$ cat src/rtl/aes_inv_key_schedule.sv
// ---------------------------------------------------------------------------
// aes_inv_key_schedule
//
// Iterative AES-128 inverse key expander. It takes the round-10 key and walks
// the key schedule backwards, presenting round keys 10, 9, ..., 0 on a
// valid/ready stream with one key per accepted beat.
//
// Optional feature macro: AES_INV_KEY_STORE_EN
//   When defined, an 11 x 128-bit store keeps every emitted round key and
//   rd_key reads store[rd_idx] combinationally. When undefined, no store is
//   built and rd_key is tied to 0.
//
// Handshake: a beat transfers on a rising edge where round_valid and
// round_ready are both high. round_valid never drops and round_key/round_idx
// never change while a beat waits for round_ready.
//
// Ports
//   clk          : clock, rising edge
//   rst          : asynchronous active-high reset
//   start        : begin expansion (sampled only when idle)
//   key_in[127:0]: round-10 key, w0 = [127:96] ... w3 = [31:0]
//   round_key    : current round key
//   round_idx    : round number of round_key (10 down to 0)
//   round_valid  : round_key/round_idx valid
//   round_ready  : consumer accepts the beat
//   busy         : expansion in progress
//   done         : one-cycle pulse after the round-0 beat is accepted
//   rd_idx       : store read index (store build only)
//   rd_key       : store read data (0 without the store)
//
// The FSM state is held in state_q (type state_e) so checkers can bind to it.
// ---------------------------------------------------------------------------
module aes_inv_key_schedule #(
  parameter int NUM_ROUNDS = 10
) (
  input  logic         clk,
  input  logic         rst,
  input  logic         start,
  input  logic [127:0] key_in,
  output logic [127:0] round_key,
  output logic [3:0]   round_idx,
  output logic         round_valid,
  input  logic         round_ready,
  output logic         busy,
  output logic         done,
  input  logic [3:0]   rd_idx,
  output logic [127:0] rd_key
);

  localparam logic [3:0] LAST_IDX = 4'(NUM_ROUNDS);

  // Forward AES S-box, entry n holds S(n).
  localparam logic [7:0] SBOX [256] = '{
    8'h63, 8'h7c, 8'h77, 8'h7b, 8'hf2, 8'h6b, 8'h6f, 8'hc5, 8'h30, 8'h01, 8'h67, 8'h2b, 8'hfe, 8'hd7, 8'hab, 8'h76,
    8'hca, 8'h82, 8'hc9, 8'h7d, 8'hfa, 8'h59, 8'h47, 8'hf0, 8'had, 8'hd4, 8'ha2, 8'haf, 8'h9c, 8'ha4, 8'h72, 8'hc0,
    8'hb7, 8'hfd, 8'h93, 8'h26, 8'h36, 8'h3f, 8'hf7, 8'hcc, 8'h34, 8'ha5, 8'he5, 8'hf1, 8'h71, 8'hd8, 8'h31, 8'h15,
    8'h04, 8'hc7, 8'h23, 8'hc3, 8'h18, 8'h96, 8'h05, 8'h9a, 8'h07, 8'h12, 8'h80, 8'he2, 8'heb, 8'h27, 8'hb2, 8'h75,
    8'h09, 8'h83, 8'h2c, 8'h1a, 8'h1b, 8'h6e, 8'h5a, 8'ha0, 8'h52, 8'h3b, 8'hd6, 8'hb3, 8'h29, 8'he3, 8'h2f, 8'h84,
    8'h53, 8'hd1, 8'h00, 8'hed, 8'h20, 8'hfc, 8'hb1, 8'h5b, 8'h6a, 8'hcb, 8'hbe, 8'h39, 8'h4a, 8'h4c, 8'h58, 8'hcf,
    8'hd0, 8'hef, 8'haa, 8'hfb, 8'h43, 8'h4d, 8'h33, 8'h85, 8'h45, 8'hf9, 8'h02, 8'h7f, 8'h50, 8'h3c, 8'h9f, 8'ha8,
    8'h51, 8'ha3, 8'h40, 8'h8f, 8'h92, 8'h9d, 8'h38, 8'hf5, 8'hbc, 8'hb6, 8'hda, 8'h21, 8'h10, 8'hff, 8'hf3, 8'hd2,
    8'hcd, 8'h0c, 8'h13, 8'hec, 8'h5f, 8'h97, 8'h44, 8'h17, 8'hc4, 8'ha7, 8'h7e, 8'h3d, 8'h64, 8'h5d, 8'h19, 8'h73,
    8'h60, 8'h81, 8'h4f, 8'hdc, 8'h22, 8'h2a, 8'h90, 8'h88, 8'h46, 8'hee, 8'hb8, 8'h14, 8'hde, 8'h5e, 8'h0b, 8'hdb,
    8'he0, 8'h32, 8'h3a, 8'h0a, 8'h49, 8'h06, 8'h24, 8'h5c, 8'hc2, 8'hd3, 8'hac, 8'h62, 8'h91, 8'h95, 8'he4, 8'h79,
    8'he7, 8'hc8, 8'h37, 8'h6d, 8'h8d, 8'hd5, 8'h4e, 8'ha9, 8'h6c, 8'h56, 8'hf4, 8'hea, 8'h65, 8'h7a, 8'hae, 8'h08,
    8'hba, 8'h78, 8'h25, 8'h2e, 8'h1c, 8'ha6, 8'hb4, 8'hc6, 8'he8, 8'hdd, 8'h74, 8'h1f, 8'h4b, 8'hbd, 8'h8b, 8'h8a,
    8'h70, 8'h3e, 8'hb5, 8'h66, 8'h48, 8'h03, 8'hf6, 8'h0e, 8'h61, 8'h35, 8'h57, 8'hb9, 8'h86, 8'hc1, 8'h1d, 8'h9e,
    8'he1, 8'hf8, 8'h98, 8'h11, 8'h69, 8'hd9, 8'h8e, 8'h94, 8'h9b, 8'h1e, 8'h87, 8'he9, 8'hce, 8'h55, 8'h28, 8'hdf,
    8'h8c, 8'ha1, 8'h89, 8'h0d, 8'hbf, 8'he6, 8'h42, 8'h68, 8'h41, 8'h99, 8'h2d, 8'h0f, 8'hb0, 8'h54, 8'hbb, 8'h16
  };

  typedef enum logic [0:0] {
    S_IDLE = 1'b0,
    S_EMIT = 1'b1
  } state_e;

  function automatic logic [7:0] sbox(input logic [7:0] b);
    return SBOX[b];
  endfunction

  // Rcon for the step that leaves round i; indices outside 1..10 give 0.
  function automatic logic [7:0] rcon(input logic [3:0] i);
    logic [7:0] r;
    case (i)
      4'd1:    r = 8'h01;
      4'd2:    r = 8'h02;
      4'd3:    r = 8'h04;
      4'd4:    r = 8'h08;
      4'd5:    r = 8'h10;
      4'd6:    r = 8'h20;
      4'd7:    r = 8'h40;
      4'd8:    r = 8'h80;
      4'd9:    r = 8'h1b;
      4'd10:   r = 8'h36;
      default: r = 8'h00;
    endcase
    return r;
  endfunction

  state_e        state_q, state_d;
  logic [127:0]  round_key_q, round_key_d;
  logic [3:0]    round_idx_q, round_idx_d;
  logic          round_valid_q, round_valid_d;
  logic          busy_q, busy_d;
  logic          done_q, done_d;

  logic          accept;
  logic [31:0]   w0, w1, w2, w3;
  logic [31:0]   w0_prev, w1_prev, w2_prev, w3_prev;
  logic [31:0]   rot_w;
  logic [31:0]   sub_w;
  logic [127:0]  prev_key;

  assign accept = round_valid_q & round_ready;

  // Inverse key step: undo the XOR chain first, then recover w0 using the
  // recovered w3 of the previous round (which is what the forward step fed
  // into RotWord/SubWord).
  always_comb begin
    w0      = round_key_q[127:96];
    w1      = round_key_q[95:64];
    w2      = round_key_q[63:32];
    w3      = round_key_q[31:0];
    w3_prev = w3 ^ w2;
    w2_prev = w2 ^ w1;
    w1_prev = w1 ^ w0;
    rot_w   = {w3_prev[23:0], w3_prev[31:24]};
    sub_w   = {sbox(rot_w[31:24]), sbox(rot_w[23:16]),
               sbox(rot_w[15:8]),  sbox(rot_w[7:0])};
    w0_prev = w0 ^ sub_w ^ {rcon(round_idx_q), 24'h0};
    prev_key = {w0_prev, w1_prev, w2_prev, w3_prev};
  end

  always_comb begin
    state_d       = state_q;
    round_key_d   = round_key_q;
    round_idx_d   = round_idx_q;
    round_valid_d = round_valid_q;
    busy_d        = busy_q;
    done_d        = 1'b0;
    case (state_q)
      S_IDLE: begin
        if (start) begin
          round_key_d   = key_in;
          round_idx_d   = LAST_IDX;
          round_valid_d = 1'b1;
          busy_d        = 1'b1;
          state_d       = S_EMIT;
        end
      end
      S_EMIT: begin
        if (accept) begin
          if (round_idx_q != 4'd0) begin
            round_key_d = prev_key;
            round_idx_d = round_idx_q - 4'd1;
          end else begin
            // Key and index hold their last values; only the flags drop.
            round_valid_d = 1'b0;
            busy_d        = 1'b0;
            done_d        = 1'b1;
            state_d       = S_IDLE;
          end
        end
      end
      default: state_d = S_IDLE;
    endcase
  end

  always_ff @(posedge clk or posedge rst) begin
    if (rst) begin
      state_q       <= S_IDLE;
      round_key_q   <= '0;
      round_idx_q   <= '0;
      round_valid_q <= 1'b0;
      busy_q        <= 1'b0;
      done_q        <= 1'b0;
    end else begin
      state_q       <= state_d;
      round_key_q   <= round_key_d;
      round_idx_q   <= round_idx_d;
      round_valid_q <= round_valid_d;
      busy_q        <= busy_d;
      done_q        <= done_d;
    end
  end

  assign round_key   = round_key_q;
  assign round_idx   = round_idx_q;
  assign round_valid = round_valid_q;
  assign busy        = busy_q;
  assign done        = done_q;

`ifdef AES_INV_KEY_STORE_EN
  // Entry i captures the round-i key as its beat is accepted. A new
  // expansion simply overwrites entries as it goes.
  logic [127:0] store_q [0:10];
  logic [127:0] store_d [0:10];

  always_comb begin
    for (int i = 0; i <= 10; i++) begin
      store_d[i] = store_q[i];
    end
    if (accept && (round_idx_q <= 4'd10)) begin
      store_d[round_idx_q] = round_key_q;
    end
  end

  always_ff @(posedge clk or posedge rst) begin
    if (rst) begin
      for (int i = 0; i <= 10; i++) begin
        store_q[i] <= '0;
      end
    end else begin
      for (int i = 0; i <= 10; i++) begin
        store_q[i] <= store_d[i];
      end
    end
  end

  assign rd_key = (rd_idx <= 4'd10) ? store_q[rd_idx] : '0;
`else
  logic unused_rd_idx;
  assign unused_rd_idx = ^rd_idx;
  assign rd_key        = '0;
`endif

endmodule

$ cat config.mk
export PLATFORM = sky130hd
export DESIGN_NAME = aes_inv_key_schedule
export DESIGN_NICKNAME = d
export VERILOG_FILES = /design/src/rtl/aes_inv_key_schedule.sv
export SDC_FILE = /design/constraint.sdc
export NUM_CORES = 1
export LEC_CHECK = 0
export CORE_ASPECT_RATIO = 0.75
export CORE_MARGIN = 8
export CORE_UTILIZATION = 40
export DETAILED_ROUTE_END_ITERATION = 6
export HOLD_SLACK_MARGIN = 0.03
export PLACE_DENSITY = 0.72
export SLEW_MARGIN = 20
export SYNTH_ARGS = -nofsm -noshare
export SYNTH_HDL_FRONTEND = slang
export SYNTH_SLANG_ARGS = --single-unit
$ cat constraint.sdc
create_clock -name clk -period 3.8 [get_ports clk]
set_clock_uncertainty 0.05 [all_clocks]
set_input_delay 0.38 -clock clk [delete_from_list [all_inputs] [get_ports clk]]
set_output_delay 0.38 -clock clk [all_outputs]
set_load 0.05 [all_outputs]
# Yosys cells after proc, flatten, opt, wreduce, memory -nomap -nowiden
# Memory sizes are Yosys's and may differ from the RTL's.
# Cells that the tools add are included.
# totals
latchBits	0
rom_bits	8320
out_inout_bits	263
ram_bits	0
mem_count	5
word_cells	60
inputBits	136
regBits	135
# memory_table
memory	depth	word_bits	read_ports	rd_clocked_by_memory_dff	write_ports	line_no	rtl
(name not given)	256	8	1	0	0	78	return SBOX[b];
(name not given)	256	8	1	0	0	78	
(name not given)	256	8	1	0	0	78	
(name not given)	256	8	1	0	0	78	
(name not given)	16	8	1	0	0	84	case (i)
# classes
magnitude_cmp	4
shift	0
n_bitwise	11
muxes	27
multipliers	0
eq_ne	4
n_reduce_logical	3
div_mod_pow	0
n_addsub	1
# op_table
operator	count
2-to-1 mux 128 bit	3
one-hot mux 128 bit (2 select lines)	1
XOR 32 bit	5
2-to-1 mux 8 bit	8
>= comparator 9 bit, second input constant	4
inverter 8 -> 9 bit	4
2-to-1 mux 4 bit	3
2-to-1 mux 1 bit	9
one-hot mux 4 bit (2 select lines)	1
AND reduction 3 bit	2
!= test 2 x 1 -> 1 bit, second input constant	2
!= test 2 bit, second input constant	2
one-hot mux 1 bit (2 select lines)	2
nonzero test 4 bit	1
subtractor 4 x 1 -> 4 bit, second input constant	1
bitwise AND 1 bit	1
inverter 1 bit	1

# Longest topological paths before layout
# logic_depth
ltp_word	10
depth_mapped	15
depth_no_buf	12

# Worst setup path before layout
# No wires, ideal clock.
# synth_timing
kind	register -> register
startpoint	reg round_key_q[17] (netlist: round_key[17])
endpoint	reg round_key_q[126] (netlist: round_key[126])
slack_ns	0.076
synth_period_minus_slack_ns	3.724
path_buffers	3
required_time_ns	3.651
arrival_time_ns	3.574
setup_ns	0.099
path_stages_with_launch	15
cell_sequence	dfrtp_1 xor2_2 inv_2 buf_2 clkbuf_1 ha_1 clkbuf_1 nand2_1 a221oi_1 a311oi_1 a311o_1 a311oi_1 xnor2_1 a211oi_1 a311oi_1
# synth_via
elab_chain_len	10
# synth_lines
element	line_no	rtl
from (decl)	101	logic [127:0] round_key_q, round_key_d;
from (signal assigned)	179	round_key_q <= round_key_d;
XOR 32 bit	124	w3_prev = w3 ^ w2;
inverter 8 -> 9 bit (implied by the code)	78	
memory (256 x 8 bit)	--	
2-to-1 mux 8 bit (implied by the code) (2 in series)	78	
XOR 32 bit (2 in series)	130	w0_prev = w0 ^ sub_w ^ {rcon(round_idx_q), 24'h0};
2-to-1 mux 128 bit	153	if (round_idx_q != 4'd0) begin
2-to-1 mux 128 bit	152	if (accept) begin
one-hot mux 128 bit (2 select lines)	141	case (state_q)
# No other way between the ends. The select of a mux whose other input is x is not followed.
# A chain may end at the register's enable or synchronous reset.

# Final worst setup path
# layout_timing
startpoint	reg round_key_q[40] (netlist: round_key[40])
endpoint	reg round_key_q[113] (netlist: round_key[113])
# The elaborated chain is that of the path after synthesis.

==> flow_summary.ini <==
[cts]
cts_hold_buf = 0
clock_latency_ns = 0.51
clock-root-buffer = clkbuf_16
clock-sinks = 135
cts_setup_buffers = 0
cts.clk_slew.worst_paths_ns = 0.07
htreeDepth = 4
cts_buffer_depth = 2
cts-buffers-inserted = 17
tritoncts = built

[logic_synthesis]
synth_top_area_share_pct = 16.0
async_reset_ff_share_pct = 100
synth.distinct_cells = 87
yosysWarnings = 0
synth_area_sq_um = 21100
synth_ff_type = dfrtp_1
synth_cells = 3069
postSynthAreaPerCell_sq_um = 6.89
synth_area_leaders = dfrtp_1 (16%), a21oi_1 (6.6%), nand2_1 (6.1%)
synth_edf_count = 0
synth_top_area_cell = dfrtp_1
ys_seq_elements = 135
ys_seq_area_share_pct = 16.0

[drt]
ant_nets = 0
route.final.wire_length_mm = 121
vias = 27764
viasPerCell = 6.82
post-route-drc-count = 0
dr.pass1.iters = 7
drtIter0Drc = 4339
wl_per_cell_microns = 29.6

[finish]
diodes = 0
final_common_cell = nand2_1
stdcell_count = 4073
area_growth_syn_to_layout_pct = 25.6
layout-drive-gt1-share_pct = 13.8
final_cell_mix = nand2_1 (344), buf_4 (308), nor2_1 (298), a21oi_1 (277), clkdlybuf4s50_1 (266)
nets = 3542

[sta]
finalHoldViolCount = 0
finalSetupViolCount = 1
fmax_ghz = 0.261
period_share_pct = 101
whs_ns = 0.151
setup_slack_ns = -0.0258
relSlewSlack_pct = 23.7
tightest_slew_ns = 1.12
rsz0062_at_grt = no
setup_tns_ns = -0.0258
drv_slew = 0
min_period_ns = 3.83

[critical_path]
crit_type = register to register
rrSetupSlack_ns = -0.03
start_kind = register
reg2reg_from = round_key[40]
path_cells = xor2_2 -> inv_1 -> ha_1 -> nand2_1 -> a21oi_1 -> o21ai_0 -> a311oi_1 -> o221ai_1 -> buf_4 -> a21oi_1 -> a2bb2oi_1
path_common_cell = a21oi_1
arrival_ns = 4.20
r2r_end = round_key[113]
cp-end-kind = register
critPathMaxStageDelay_ns = 0.60
crit_family = compound AO/OA/AOI/OAI gates
crit_slowest_cell = a21oi_1
r2r_cells = 11
cp_num_buf_inv = 2
cp_max_fo = 8
required_ns = 4.17

[global_route]
grt_pass1_wl_mm = 178
grt_max_degree = 147
grt-ovfl-total = 0
grt_pass1_vias = 25433
antenna_found_initial = 3
grt_usage_pct = 38.1

[floorplanning]
num_rows = 73
core_area_sq_um = 52600
die_area_sq_um = 60500
io_pins = 399
start_util_pct = 40.2
die_h_microns = 215
die_w_microns = 281

[hold_path]
hold_path_class = primary input to asynchronous set/reset pin

[job]
cap_violations = 0

[status]
status = finished with violations
violations = negative setup slack

[placement]
dp_hpwl_mm = 89.4
io_buffers = 266
post-place-ws_ns = 0.153
place_inst = 4041
gp_congestion = 1.04
-- Yosys cell counts (56+ instances only) --
library cell and number:
nand2_1 345, nor2_1 300, a21oi_1 277, o21ai_0 244, clkbuf_1 213, buf_4 135, dfrtp_1 135, nand3_1 111
nor3_1 92, buf_2 81, o211ai_1 71, a31oi_1 68, a211oi_1 63, a311oi_1 61, ha_1 58, o311ai_0 56
-- cell type report --
type | instances | area [sq um]
clock buffer | 17 | 425
clock inverter | 15 | 133
fill | 5335 | 26100
inverter | 54 | 206
multi-input combinational | 2539 | 16000
sequential | 135 | 3380
tap | 712 | 891
timing repair buffer | 601 | 5520
-- sequential cells by signal, summed over array words and instances, names as in the netlist --
register   cells
state_q        1
round_idx      4
round_key    128
done           1
busy           1
-- routing by layer --
metal	share of wire [%]	vias to the layer above	global-route usage (%)
met4	3.5	6	11.7
met3	14	336	12.8
met5	0.028	-	0
met1	42	13306	55.1
li1	-	11931	-
met2	40	2185	52.4
-- metrics by stage --
stage          cell area (sq um)  util, %
3_5_place_dp               26000     49.4
5_1_grt                    26600     50.5
4_1_cts                    26500     50.4
3_3_place_gp               26000     49.4
6_report                   26600     50.5
2_1_floorplan              21600        -
-- worst register-to-register path, cell delays in order (launching register included) --
cell and delay [ns]:
dfrtp_1 0.52, xor2_2 0.23, inv_1 0.26, ha_1 0.46
nand2_1 0.23, a21oi_1 0.60, o21ai_0 0.25, a311oi_1 0.31
o221ai_1 0.28, buf_4 0.24, a21oi_1 0.14, a2bb2oi_1 0.17
-- worst max path at each step --
stage | slack (ns) | to | cells past startpoint | startpoint
6_report | -0.03 | round_key[113] | 11 | round_key[40]
5_1_grt | 0.02 | round_key[101] | 12 | round_key[25]
4_1_cts | 0.12 | round_key[126] | 13 | round_key[16]
3_5_place_dp | 0.15 | round_key[126] | 13 | round_key[16]
3_3_place_gp | 0.19 | round_key[126] | 13 | round_key[16]
2_1_floorplan | 0.08 | round_key[126] | 14 | round_key[17]
-- repair_timing --
item,CTS,global route
endpoints found under the hold margin,0,0
endpoints found under the setup margin,0,2
resized for setup,0,2
-- logic make-up after synthesis --
group | count (synthesis) | synth area share [%]
AOI/OAI and AO/OA | 1218 | 39.3
xor gates and xnor gates | 74 | 3.31
adders and majority gates | 58 | 3.43
buffers and inverters | 522 | 12.3
DFF | 135 | 16.0
muxes | 66 | 4.80
other | 1 | 0.0177
and+or+nand+nor | 995 | 20.8
Power is not shown: default switching activity piles up to over one toggle a cycle in this logic, so the estimate is an artifact.
